===== config.mk =====
export PLATFORM = sky130hd
export DESIGN_NAME = spi_command_master
export DESIGN_NICKNAME = d
export VERILOG_FILES = /design/src/rtl/spi_command_master.sv
export SDC_FILE = /design/constraint.sdc
export NUM_CORES = 1
export LEC_CHECK = 0
export CAP_MARGIN = 30
export CORE_ASPECT_RATIO = 1.2
export CORE_UTILIZATION = 55
export DETAILED_ROUTE_END_ITERATION = 8
export GPL_TIMING_DRIVEN = 0
export PLACE_DENSITY = 0.81
export SLEW_MARGIN = 10
export SYNTH_ARGS = -nofsm -noshare
export SYNTH_HDL_FRONTEND = slang
export SYNTH_SLANG_ARGS = --single-unit

===== constraint.sdc =====
create_clock -name clk -period 5.4 [get_ports clk]
set_clock_uncertainty 0.05 [all_clocks]
set_input_delay 1.62 -clock clk [delete_from_list [all_inputs] [get_ports clk]]
set_output_delay 1.62 -clock clk [all_outputs]
set_load 0.005 [all_outputs]

===== src/rtl/spi_command_master.sv =====
// ============================================================================
// Module      : spi_command_master
// Description : SPI mode-0 master framing a command byte plus 0..2 argument bytes.
// Revision    : 1.0 - initial release
// ============================================================================
`default_nettype none

module spi_command_master #(
  parameter int CLK_DIV = 4,
  parameter int SS_GAP  = 2
) (
  input  logic        clk,
  input  logic        rst_n,
  input  logic        cmd_valid,
  output logic        cmd_ready,
  input  logic [7:0]  cmd_code,
  input  logic [15:0] cmd_arg,
  output logic        busy,
  output logic        done,
  output logic [7:0]  rx_byte,
  output logic        hw_spi_clk,
  output logic        hw_spi_ss,
  output logic        hw_spi_mosi,
  input  logic        hw_spi_miso
);

  localparam int c_cnt_w = (SS_GAP * CLK_DIV > 1) ? $clog2(SS_GAP * CLK_DIV) : 1;
  localparam logic [c_cnt_w-1:0] c_div_reload = c_cnt_w'(CLK_DIV - 1);
  // The done/IDLE cycle is the last SS-high cycle of the gap, hence the -2.
  localparam logic [c_cnt_w-1:0] c_gap_reload = c_cnt_w'(SS_GAP * CLK_DIV - 2);

  typedef enum logic [2:0] {
    S_IDLE     = 3'd0,
    S_SETUP    = 3'd1,
    S_SHIFT_HI = 3'd2,
    S_SHIFT_LO = 3'd3,
    S_HOLD     = 3'd4,
    S_GAP      = 3'd5
  } state_t;

  state_t             r_state,    w_state;
  logic [c_cnt_w-1:0] r_cnt,      w_cnt;
  logic [23:0]        r_tx,       w_tx;
  logic [7:0]         r_rx_sh,    w_rx_sh;
  logic [7:0]         r_rx_byte,  w_rx_byte;
  logic [2:0]         r_bit_cnt,  w_bit_cnt;
  logic [1:0]         r_byte_idx, w_byte_idx;
  logic [1:0]         r_nbytes,   w_nbytes;
  logic               r_sclk,     w_sclk;
  logic               r_ss,       w_ss;
  logic               r_mosi,     w_mosi;
  logic               r_done,     w_done;
  logic [1:0]         w_frame_n;

  function automatic logic [1:0] frame_bytes(input logic [7:0] code);
    case (code)
      8'h00, 8'hFF:                      frame_bytes = 2'd1;
      8'h01, 8'h02, 8'h03, 8'h06, 8'h0B: frame_bytes = 2'd2;
      default:                           frame_bytes = 2'd3;
    endcase
  endfunction

  assign w_frame_n = frame_bytes(cmd_code);

  always_ff @(posedge clk or negedge rst_n) begin
    if (!rst_n) begin
      r_state    <= S_IDLE;
      r_cnt      <= '0;
      r_tx       <= '0;
      r_rx_sh    <= '0;
      r_rx_byte  <= '0;
      r_bit_cnt  <= '0;
      r_byte_idx <= '0;
      r_nbytes   <= '0;
      r_sclk     <= 1'b0;
      r_ss       <= 1'b1;
      r_mosi     <= 1'b0;
      r_done     <= 1'b0;
    end else begin
      r_state    <= w_state;
      r_cnt      <= w_cnt;
      r_tx       <= w_tx;
      r_rx_sh    <= w_rx_sh;
      r_rx_byte  <= w_rx_byte;
      r_bit_cnt  <= w_bit_cnt;
      r_byte_idx <= w_byte_idx;
      r_nbytes   <= w_nbytes;
      r_sclk     <= w_sclk;
      r_ss       <= w_ss;
      r_mosi     <= w_mosi;
      r_done     <= w_done;
    end
  end

  always_comb begin
    w_state    = r_state;
    w_cnt      = r_cnt;
    w_tx       = r_tx;
    w_rx_sh    = r_rx_sh;
    w_rx_byte  = r_rx_byte;
    w_bit_cnt  = r_bit_cnt;
    w_byte_idx = r_byte_idx;
    w_nbytes   = r_nbytes;
    w_sclk     = r_sclk;
    w_ss       = r_ss;
    w_mosi     = r_mosi;
    w_done     = 1'b0;

    case (r_state)
      S_IDLE: begin
        if (cmd_valid) begin
          w_nbytes   = w_frame_n;
          case (w_frame_n)
            2'd1:    w_tx = {cmd_code, 16'h0000};
            2'd2:    w_tx = {cmd_code, cmd_arg[7:0], 8'h00};
            default: w_tx = {cmd_code, cmd_arg};
          endcase
          w_ss       = 1'b0;
          w_mosi     = cmd_code[7];
          w_cnt      = c_div_reload;
          w_bit_cnt  = '0;
          w_byte_idx = '0;
          w_state    = S_SETUP;
        end
      end
      S_SETUP, S_SHIFT_LO: begin
        if (r_cnt != '0) begin
          w_cnt = r_cnt - c_cnt_w'(1);
        end else if (r_state == S_SHIFT_LO && r_byte_idx == r_nbytes) begin
          w_cnt   = c_div_reload;
          w_state = S_HOLD;
        end else begin
          // Rising SCLK edge: capture MISO as SCLK goes high.
          w_sclk  = 1'b1;
          w_rx_sh = {r_rx_sh[6:0], hw_spi_miso};
          w_cnt   = c_div_reload;
          w_state = S_SHIFT_HI;
        end
      end
      S_SHIFT_HI: begin
        if (r_cnt != '0) begin
          w_cnt = r_cnt - c_cnt_w'(1);
        end else begin
          w_sclk    = 1'b0;
          w_tx      = {r_tx[22:0], 1'b0};
          w_mosi    = r_tx[22];
          w_bit_cnt = r_bit_cnt + 3'd1;
          if (r_bit_cnt == 3'd7) begin
            w_rx_byte  = r_rx_sh;
            w_byte_idx = r_byte_idx + 2'd1;
          end
          w_cnt   = c_div_reload;
          w_state = S_SHIFT_LO;
        end
      end
      S_HOLD: begin
        if (r_cnt != '0) begin
          w_cnt = r_cnt - c_cnt_w'(1);
        end else begin
          w_ss    = 1'b1;
          w_mosi  = 1'b0;
          w_cnt   = c_gap_reload;
          w_state = S_GAP;
        end
      end
      S_GAP: begin
        if (r_cnt != '0) begin
          w_cnt = r_cnt - c_cnt_w'(1);
        end else begin
          w_done  = 1'b1;
          w_state = S_IDLE;
        end
      end
      default: w_state = S_IDLE;
    endcase
  end

  assign cmd_ready   = (r_state == S_IDLE);
  assign busy        = (r_state != S_IDLE) | r_done;
  assign done        = r_done;
  assign rx_byte     = r_rx_byte;
  assign hw_spi_clk  = r_sclk;
  assign hw_spi_ss   = r_ss;
  assign hw_spi_mosi = r_mosi;

endmodule

`default_nettype wire


Word-level counts from Yosys, hierarchy flattened
Cells that the tools add are included.

cells by class
  multiplexer cells = 36
  bitwise logic cells = 3
  reductions and logical operators = 24
  $add $sub $neg = 3
  equality and inequality tests = 23

operators with widths
  operator            number
  $mux 23             2
  $pmux 23 s2         1
  $mux 3              12
  $pmux 16 s2         1
  $eq 8x2->1 const B  2
  $ne 2x2->1 const B  8
  $pmux 3 s5          1
  $reduce_and 3->1    5
  $pmux 3 s4          1
  $reduce_and 4->1    3
  $eq 3x3->1 const B  3
  $mux 1              9
  $reduce_bool 3->1   3
  $eq 8x1->1 const B  1
  $eq 8x3->1 const B  1
  $eq 8x4->1 const B  1
  $eq 8x8->1 const B  1
  $logic_not 8->1     1
  $pmux 2 s2          2
  $eq 3x2->1 const B  2
  $mux 2              3
  $pmux 3 s2          1
  $reduce_bool 2->1   3
  $reduce_and 5->1    1
  18 further kinds    21

storage, ports and cells
  register bits after elaboration = 56
  output and inout bits = 14

Longest topological paths before layout
Gate-level depths: netlist of run 1.

  word-level depth = 7
  depth in mapped cells = 9
  mapped depth without buffers = 7

Least setup slack after synthesis of run 1
OpenSTA, ideal clock, no wires.

  kind = input -> register
  start = input port cmd_code[5]
  end = register r_tx[13]
  required time = 5,272 ps
  arrival = 3,360 ps
  stages on the path = 8
  library setup time = 78 ps
  setup slack = 1,912 ps
  buffers on the path = 2
  path through = nor4_1 nand2_1 o21a_1 ha_1 clkbuf_1 clkbuf_1 a221oi_1 o2bb2ai_1

between the ends
  word-level cells in the longest chain between the ends = 7
  elaborated cells on any way between the ends = 15

RTL lines
  element                                             RTL line  RTL
  start: declaration                                  16        input logic [7:0] cmd_code,
  $eq 8x1->1, or another cell as far along            56        case (code)
  $reduce_or 5->1 or $reduce_or 2->1 (tied branches)  56
  $pmux 2 s2 (*)                                      56
  $eq 2x2->1 or $eq 2x1->1 (tied branches)            113       case (w_frame_n)
  $pmux 16 s2 (*)                                     113
  $mux 23 (*)                                         111       if (cmd_valid) begin
  $pmux 23 s2 (*)                                     109       case (r_state)
  end signal: assignment                              82        r_tx <= w_tx;
  end: declaration                                    43        logic [23:0] r_tx, w_tx;

Mark *: on every way between the ends. The rest lies on a longest branch, timed or not. The select of a mux whose other input is x is not followed.
A chain may end at the register's enable or synchronous reset.

Final worst setup path of run 1
  start = input port cmd_code[5]
  end = register r_tx[3]

The elaborated chain is that of the path after synthesis.

==> results of run 1 <==
logic make-up after synthesis:
group	count (synthesis)	share of synthesized area, %
mux	21	8.07
fa+ha+maj	7	3.00
xor+xnor	2	0.601
buf+inv	30	4.29
flops	56	48.1
compound gates	87	21.6
simple gates	80	14.3
cells in the final DEF (no fill, tap or decap), types with 3 or more instances in the layout:
| cell | instances |
|---|---|
| sky130_fd_sc_hd__a221oi_1 | 8 |
| sky130_fd_sc_hd__mux2_2 | 20 |
| sky130_fd_sc_hd__nand3_1 | 8 |
| sky130_fd_sc_hd__nor2_1 | 5 |
| sky130_fd_sc_hd__dfrtp_1 | 55 |
| sky130_fd_sc_hd__buf_2 | 11 |
| sky130_fd_sc_hd__o211ai_1 | 9 |
| sky130_fd_sc_hd__nand2b_1 | 4 |
| sky130_fd_sc_hd__nor4_1 | 3 |
| sky130_fd_sc_hd__inv_1 | 7 |
| sky130_fd_sc_hd__clkbuf_8 | 5 |
| sky130_fd_sc_hd__o2bb2ai_1 | 9 |
| sky130_fd_sc_hd__a31oi_1 | 16 |
| sky130_fd_sc_hd__o21ai_0 | 7 |
| sky130_fd_sc_hd__o21a_1 | 3 |
| sky130_fd_sc_hd__nor2b_1 | 10 |
| sky130_fd_sc_hd__nand4_1 | 3 |
| sky130_fd_sc_hd__ha_1 | 7 |
| sky130_fd_sc_hd__nand2_1 | 33 |
| sky130_fd_sc_hd__clkbuf_1 | 12 |
| sky130_fd_sc_hd__a21oi_1 | 17 |
| sky130_fd_sc_hd__clkdlybuf4s50_1 | 40 |
power breakdown:
part	total [µW]	switching (µW)	internal (µW)	leakage [µW]
clock network	248	153	95.0	0.0000452
registers	678	98.3	580	0.000687
logic	754	423	331	0.000702
total	1680	674	1010	0.00143
state kept, by name, summed over array words and instances (netlist names), 2 cells and up:
signal / count
r_tx: 23
r_rx_sh: 8
rx_byte: 8
r_bit_cnt: 3
r_cnt: 3
r_state: 3
r_byte_idx: 2
r_nbytes: 2
critical path, delay by kind of cell:
family          cells  cell delay [ps]
compound gates      2              340
fa+ha+maj           1              410
buf+inv             3             1220
simple gates        3              740
metal layers:
metal  track usage [%]  part of all wire, %
met1              31.0                   43
met2              46.5                   52
met3              4.86                  3.2
met4              8.75                  1.3
met5                 0                    0
synthesized netlist by cell type (all sizes together), types with 8 or more instances:
library cell / number / area, µm²
a221oi: 8 / 70.1
clkbuf: 12 / 45.0
dfrtp: 55 / 1380
nor2b: 10 / 62.6
a31oi: 16 / 100
o211ai: 9 / 67.6
mux2: 20 / 225
o2bb2ai: 9 / 78.8
buf: 11 / 53.8
nand2: 33 / 124
nand3: 8 / 40.0
a21oi: 17 / 85.1
metrics by stage:
step | cell area, µm² | total power [µW] | worst slack [ps]
3_3_place_gp | 3400 | 1400 | 966
4_1_cts | 3510 | 1680 | 1310
6_report | 3510 | 1680 | 1270
3_5_place_dp | 3420 | 1440 | 956
2_1_floorplan | 2920 | 1220 | 1910
5_1_grt | 3510 | 1800 | 972
layout make-up:
type,count,area [µm²]
sequential,56,1400
timing repair buffer,42,425
clock buffer,5,68.8
buffer,23,98.8
inverter,7,26.3
clock inverter,3,25.0
tap,60,75.1
multi-input combinational,197,1390
fill,415,1500
worst max-delay path by stage:
stage                startpoint  endpoint  cells after the start
detailed placement  cmd_code[5]   r_tx[7]                      9
global placement          rst_n  r_tx[11]                      1
CTS                 cmd_code[5]  r_tx[14]                      9
floorplan           cmd_code[5]  r_tx[13]                      8
global route        cmd_code[5]   r_tx[8]                      9
finish              cmd_code[5]   r_tx[3]                      9
==> results.sh, run 1 <==
export IMPL_critical_path_most_common_cell="sky130_fd_sc_hd__clkbuf_1"
export IMPL_grt_setup_unrepaired="no"
export IMPL_nets=367
export IMPL_hold_slack_ps=439
export IMPL_max_cap_viol_count=0
export IMPL_postSynthAreaPerCell_um2=10.3
export IMPL_hold_viol=0
export IMPL_crit_path_top_delay_cell="sky130_fd_sc_hd__nor4_1"
export IMPL_firstDrtPassIters=4
export IMPL_synth_main_ff_cell="sky130_fd_sc_hd__dfrtp_1"
export IMPL_cts_max_path_buffers=2
export IMPL_route_vias_total=2433
export IMPL_clkTransAtPathRegs_ps=110
export IMPL_port_buffers=41
export IMPL_fmax_mhz=242
export IMPL_async_flop_share_pct=100
export IMPL_insertedDiodeCount=0
export IMPL_gp_routability_congestion=0.841
export IMPL_area_delta_synth_final_pct=20.4
export IMPL_first_iter_violations=197
export IMPL_ir_drop_mv=0.268
export IMPL_floorplan_die_area_mm2=0.00560
export IMPL_powerDensity_mw_per_mm2=479
export IMPL_synthesis_nets=318
export IMPL_total_of_flip_flops_plus_latches_after_synthesis=56
export IMPL_r2r_path_end="r_rx_sh[3]"
export IMPL_timing_hold_worst_path_depth=1
export IMPL_grt_overflow_total=0
export IMPL_ctsRootBufferMaster="sky130_fd_sc_hd__clkbuf_8"
export IMPL_path_cells="clkdlybuf4s50_1 -> nor4_1 -> nand2_1 -> o21a_1 -> ha_1 -> clkbuf_1 -> clkbuf_1 -> nand3_1 -> a31oi_1"
export IMPL_synthCells=283
export IMPL_ys_warnings_count=0
export IMPL_setup_worst_path_class="input pin to flop"
export IMPL_critical_path_arrival_ps=4320
export IMPL_floorplan_io_pins=42
export IMPL_critPathMaxFanout=10
export IMPL_grt_use_total_pct=26.1
export IMPL_crit_path_max_incr_delay_ps=470
export IMPL_post_route_util_pct=70.1
export IMPL_run_status="completed"
export IMPL_ant_nets=0
export IMPL_relSlewSlack_pct=51.3
export IMPL_netlist_area_mm2=0.00292
export IMPL_post_route_cells_drive_above_1_share_pct=13.8
export IMPL_route_detailed_drc=0
export IMPL_die_w_um=68.5
export IMPL_post_cts_resize_count=0
export IMPL_timing_rr_start="r_cnt[0]"
export IMPL_final_cells=393
export IMPL_first_global_vias=2369
export IMPL_reg2reg_slack_ps=3120
export IMPL_grt_pass1_wl_mm=10.8
export IMPL_effective_utilization_at_floorplan_pct=58.2
export IMPL_cp_end_kind="flop"
export IMPL_place_detailed_instances=385
export IMPL_wl_per_cell_um=16.5
export IMPL_rr_worst_depth=7
export IMPL_htree_levels=2
export IMPL_required_time_at_the_endpoint_of_the_critical_path_ps=5590
export IMPL_hpwlAfterDp_mm=4.71
export IMPL_cts_tree="yes"
export IMPL_synth_distinct_cells=48
export IMPL_setup_repair_bufs_after_cts=0
export IMPL_fp_row_count=28
export IMPL_synth_enable_flop_cells=0
export IMPL_maximum_number_of_pins_on_one_net_before_global_route_repair=35
export IMPL_report_final_slew_viol_count=0
export IMPL_final_setup_violation_count=0
export IMPL_worstHoldEndpoint="r_bit_cnt[0]"
export IMPL_crit_path_start_kind="input pin"
export IMPL_antenna_found_initial=0
export IMPL_timing_setup_tns_ps=0
export IMPL_hold_start="r_bit_cnt[0]"
export IMPL_max_slew_worst_pin_slew_ps=728
export IMPL_final_period_minus_worst_setup_slack_ps=4130
export IMPL_synth_sequential_area_ratio_pct=48.1
export IMPL_cts_buffers=5
export IMPL_routed_wirelength_mm=6.50
export IMPL_final_period_utilization_pct=76.4
export IMPL_clkSinkCount=56
export IMPL_drt_vias_per_instance=6.19
export IMPL_core_area_mm2=0.00501
export IMPL_static_leakage_power_uw=0.00143
export IMPL_cts_hold_buffers=0
export IMPL_chipHeight_um=81.8
export IMPL_clock_latency_ps=330
export IMPL_worst_hold_path_type="flop to flop"
Note: power is estimated with default switching activity, not from simulation.
==> run 2: changes to the inputs <==
Settings changed: CORE_UTILIZATION 55 to 54, PLACE_DENSITY 0.81 to 0.79.
Clock period 5.4 ns to 4.2 ns, I/O delays scaled along.
==> run 2 against run 1 <==
  * Core utilization down 0.49 points
  * Largest cell class unchanged
  * Sequential cell count stayed put
  * Hold slack improved by 1.4 ps
  * Combinational power up 28%
  * Critical endpoint is now r_tx[13]
  * Non-clock buffer count did not move
  * Worst setup slack got worse by 740 ps
==> results.sh, run 2 (synthesized netlist as in run 1, its figures left out) <==
export IMPL_run_status="completed"
export IMPL_cts_buffers=5
export IMPL_route_detailed_drc=0
export IMPL_cts_tree="yes"
export IMPL_final_period_minus_worst_setup_slack_ps=3660
export IMPL_area_delta_synth_final_pct=20.4
export IMPL_grt_setup_unrepaired="no"
export IMPL_drt_vias_per_instance=6.09
export IMPL_hpwlAfterDp_mm=4.55
export IMPL_p_switching_uw=856
export IMPL_grt_pass1_wl_mm=10.5
export IMPL_report_final_slew_viol_count=0
export IMPL_largest_reg_flops=23
export IMPL_post_route_cells_drive_above_1_share_pct=13.8
export IMPL_top_register="r_tx"
export IMPL_grt_use_total_pct=23.3
export IMPL_floorplan_die_area_mm2=0.00570
export IMPL_fp_row_count=28
export IMPL_route_vias_total=2392
export IMPL_routed_wirelength_mm=6.23
export IMPL_fillCellCount=411
export IMPL_cp_end_kind="flop"
export IMPL_ctsRootBufferMaster="sky130_fd_sc_hd__clkbuf_8"
export IMPL_most_common_layout_cells="sky130_fd_sc_hd__dfrtp_1, sky130_fd_sc_hd__clkdlybuf4s50_1, sky130_fd_sc_hd__nand2_1, sky130_fd_sc_hd__mux2_2, sky130_fd_sc_hd__a21oi_1"
export IMPL_floorplan_io_pins=42
export IMPL_chipHeight_um=82.5
export IMPL_share_comb_of_total_power_pct=44.8
export IMPL_required_time_at_the_endpoint_of_the_critical_path_ps=4390
export IMPL_max_slew_worst_pin_slew_ps=679
export IMPL_final_setup_violation_count=0
export IMPL_p_seq_share_pct=40.5
export IMPL_clkSinkCount=56
export IMPL_wl_per_cell_um=15.9
export IMPL_cts_hold_buffers=0
export IMPL_first_iter_violations=155
export IMPL_hold_slack_ps=440
export IMPL_cts_max_path_buffers=2
export IMPL_clkTransAtPathRegs_ps=100
export IMPL_maximum_number_of_pins_on_one_net_before_global_route_repair=35
export IMPL_crit_path_start_kind="input pin"
export IMPL_effective_utilization_at_floorplan_pct=57.8
export IMPL_insertedDiodeCount=0
export IMPL_final_period_utilization_pct=87.2
export IMPL_power_uw=2150
export IMPL_setup_worst_path_class="input pin to flop"
export IMPL_final_critical_path_setup_slack_ps=537
export IMPL_hold_viol=0
export IMPL_layout_area_seq_mm2=0.00140
export IMPL_critPathMaxFanout=10
export IMPL_htree_levels=2
export IMPL_timing_setup_tns_ps=0
export IMPL_gp_routability_congestion=0.853
export IMPL_internal_power_uw=1290
export IMPL_core_area_mm2=0.00504
export IMPL_setup_repair_bufs_after_cts=0
export IMPL_multi_input_area_mm2=0.00139
export IMPL_placement_setup_worst_slack_ps=231
export IMPL_relSlewSlack_pct=54.6
export IMPL_power_switching_share_pct=39.8
export IMPL_first_global_vias=2266
export IMPL_max_cap_viol_count=0
export IMPL_die_w_um=69.1
export IMPL_clock_latency_ps=320
export IMPL_layout_cells_most_common="sky130_fd_sc_hd__dfrtp_1"
export IMPL_postPlaceCellArea_mm2=0.00342
export IMPL_critical_path_arrival_ps=3860
export IMPL_antenna_found_initial=0
export IMPL_ant_nets=0
export IMPL_worst_hold_path_type="flop to flop"
export IMPL_port_buffers=41
export IMPL_static_leakage_power_uw=0.00143
export IMPL_nets=367
export IMPL_powerDensity_mw_per_mm2=613
export IMPL_grt_overflow_total=0
export IMPL_post_cts_resize_count=0
export IMPL_fmax_mhz=273
export IMPL_firstDrtPassIters=4
export IMPL_postLayoutCellArea_mm2=0.00351
export IMPL_ir_drop_mv=0.284
export IMPL_p_clk_share_pct=14.7
-- run 2: cell counts in the layout (fill, tap and decap cells not counted) --
No cell type changed its count.
-- run 2: layer usage --
metal  wire, µm  vias to the layer above  track usage [%]
met5          0                        -                0
met4         38                        0             6.73
met3        221                        4             3.76
met2       3270                       69             43.6
met1       2700                     1172             28.0
li1           -                     1147                -
-- run 2: area by class of cell --
type | count | area share (%)
inverter | 7 | 0.749
sequential | 56 | 40.0
multi-input combinational | 197 | 39.5
clock inverter | 3 | 0.713
timing repair buffer | 42 | 12.1
clock buffer | 5 | 1.96
buffer | 23 | 2.82
tap | 60 | 2.14
-- run 2: power groups by stage --
stage	clock, µW	combinational (µW)	sequential [µW]
finish	317	964	870
global route	341	1080	895
CTS	320	965	869
detailed placement	0	965	877
global placement	0	934	870
floorplan	0	718	845
-- run 2: worst paths after layout --
path,start,to,slack [ps],depth (start not counted)
max,cmd_code[7],r_tx[13],540,9
min,r_bit_cnt[0],r_bit_cnt[0],440,1
max reg2reg,r_cnt[0],r_rx_sh[1],1900,7
min reg2reg,r_bit_cnt[0],r_bit_cnt[0],440,1
max in group asynchronous,rst_n,rx_byte[1],2680,2
min in group asynchronous,rst_n,r_state[2],860,1
-- run 2: metrics by stage --
step           instances  util (%)
6_report             393      69.6
5_1_grt              393      69.6
4_1_cts              393      69.6
3_5_place_dp         385      67.7
3_3_place_gp         384      67.4
2_1_floorplan        283         -
-- run 2: worst max-delay path, stage by stage --
cell and delay (ps):
sky130_fd_sc_hd__clkdlybuf4s50_1 480, sky130_fd_sc_hd__nor4_1 470, sky130_fd_sc_hd__nand2_1 120, sky130_fd_sc_hd__o21a_1 140, sky130_fd_sc_hd__ha_1 360, sky130_fd_sc_hd__clkbuf_1 320, sky130_fd_sc_hd__clkbuf_1 350, sky130_fd_sc_hd__a221oi_1 180
sky130_fd_sc_hd__o2bb2ai_1 170
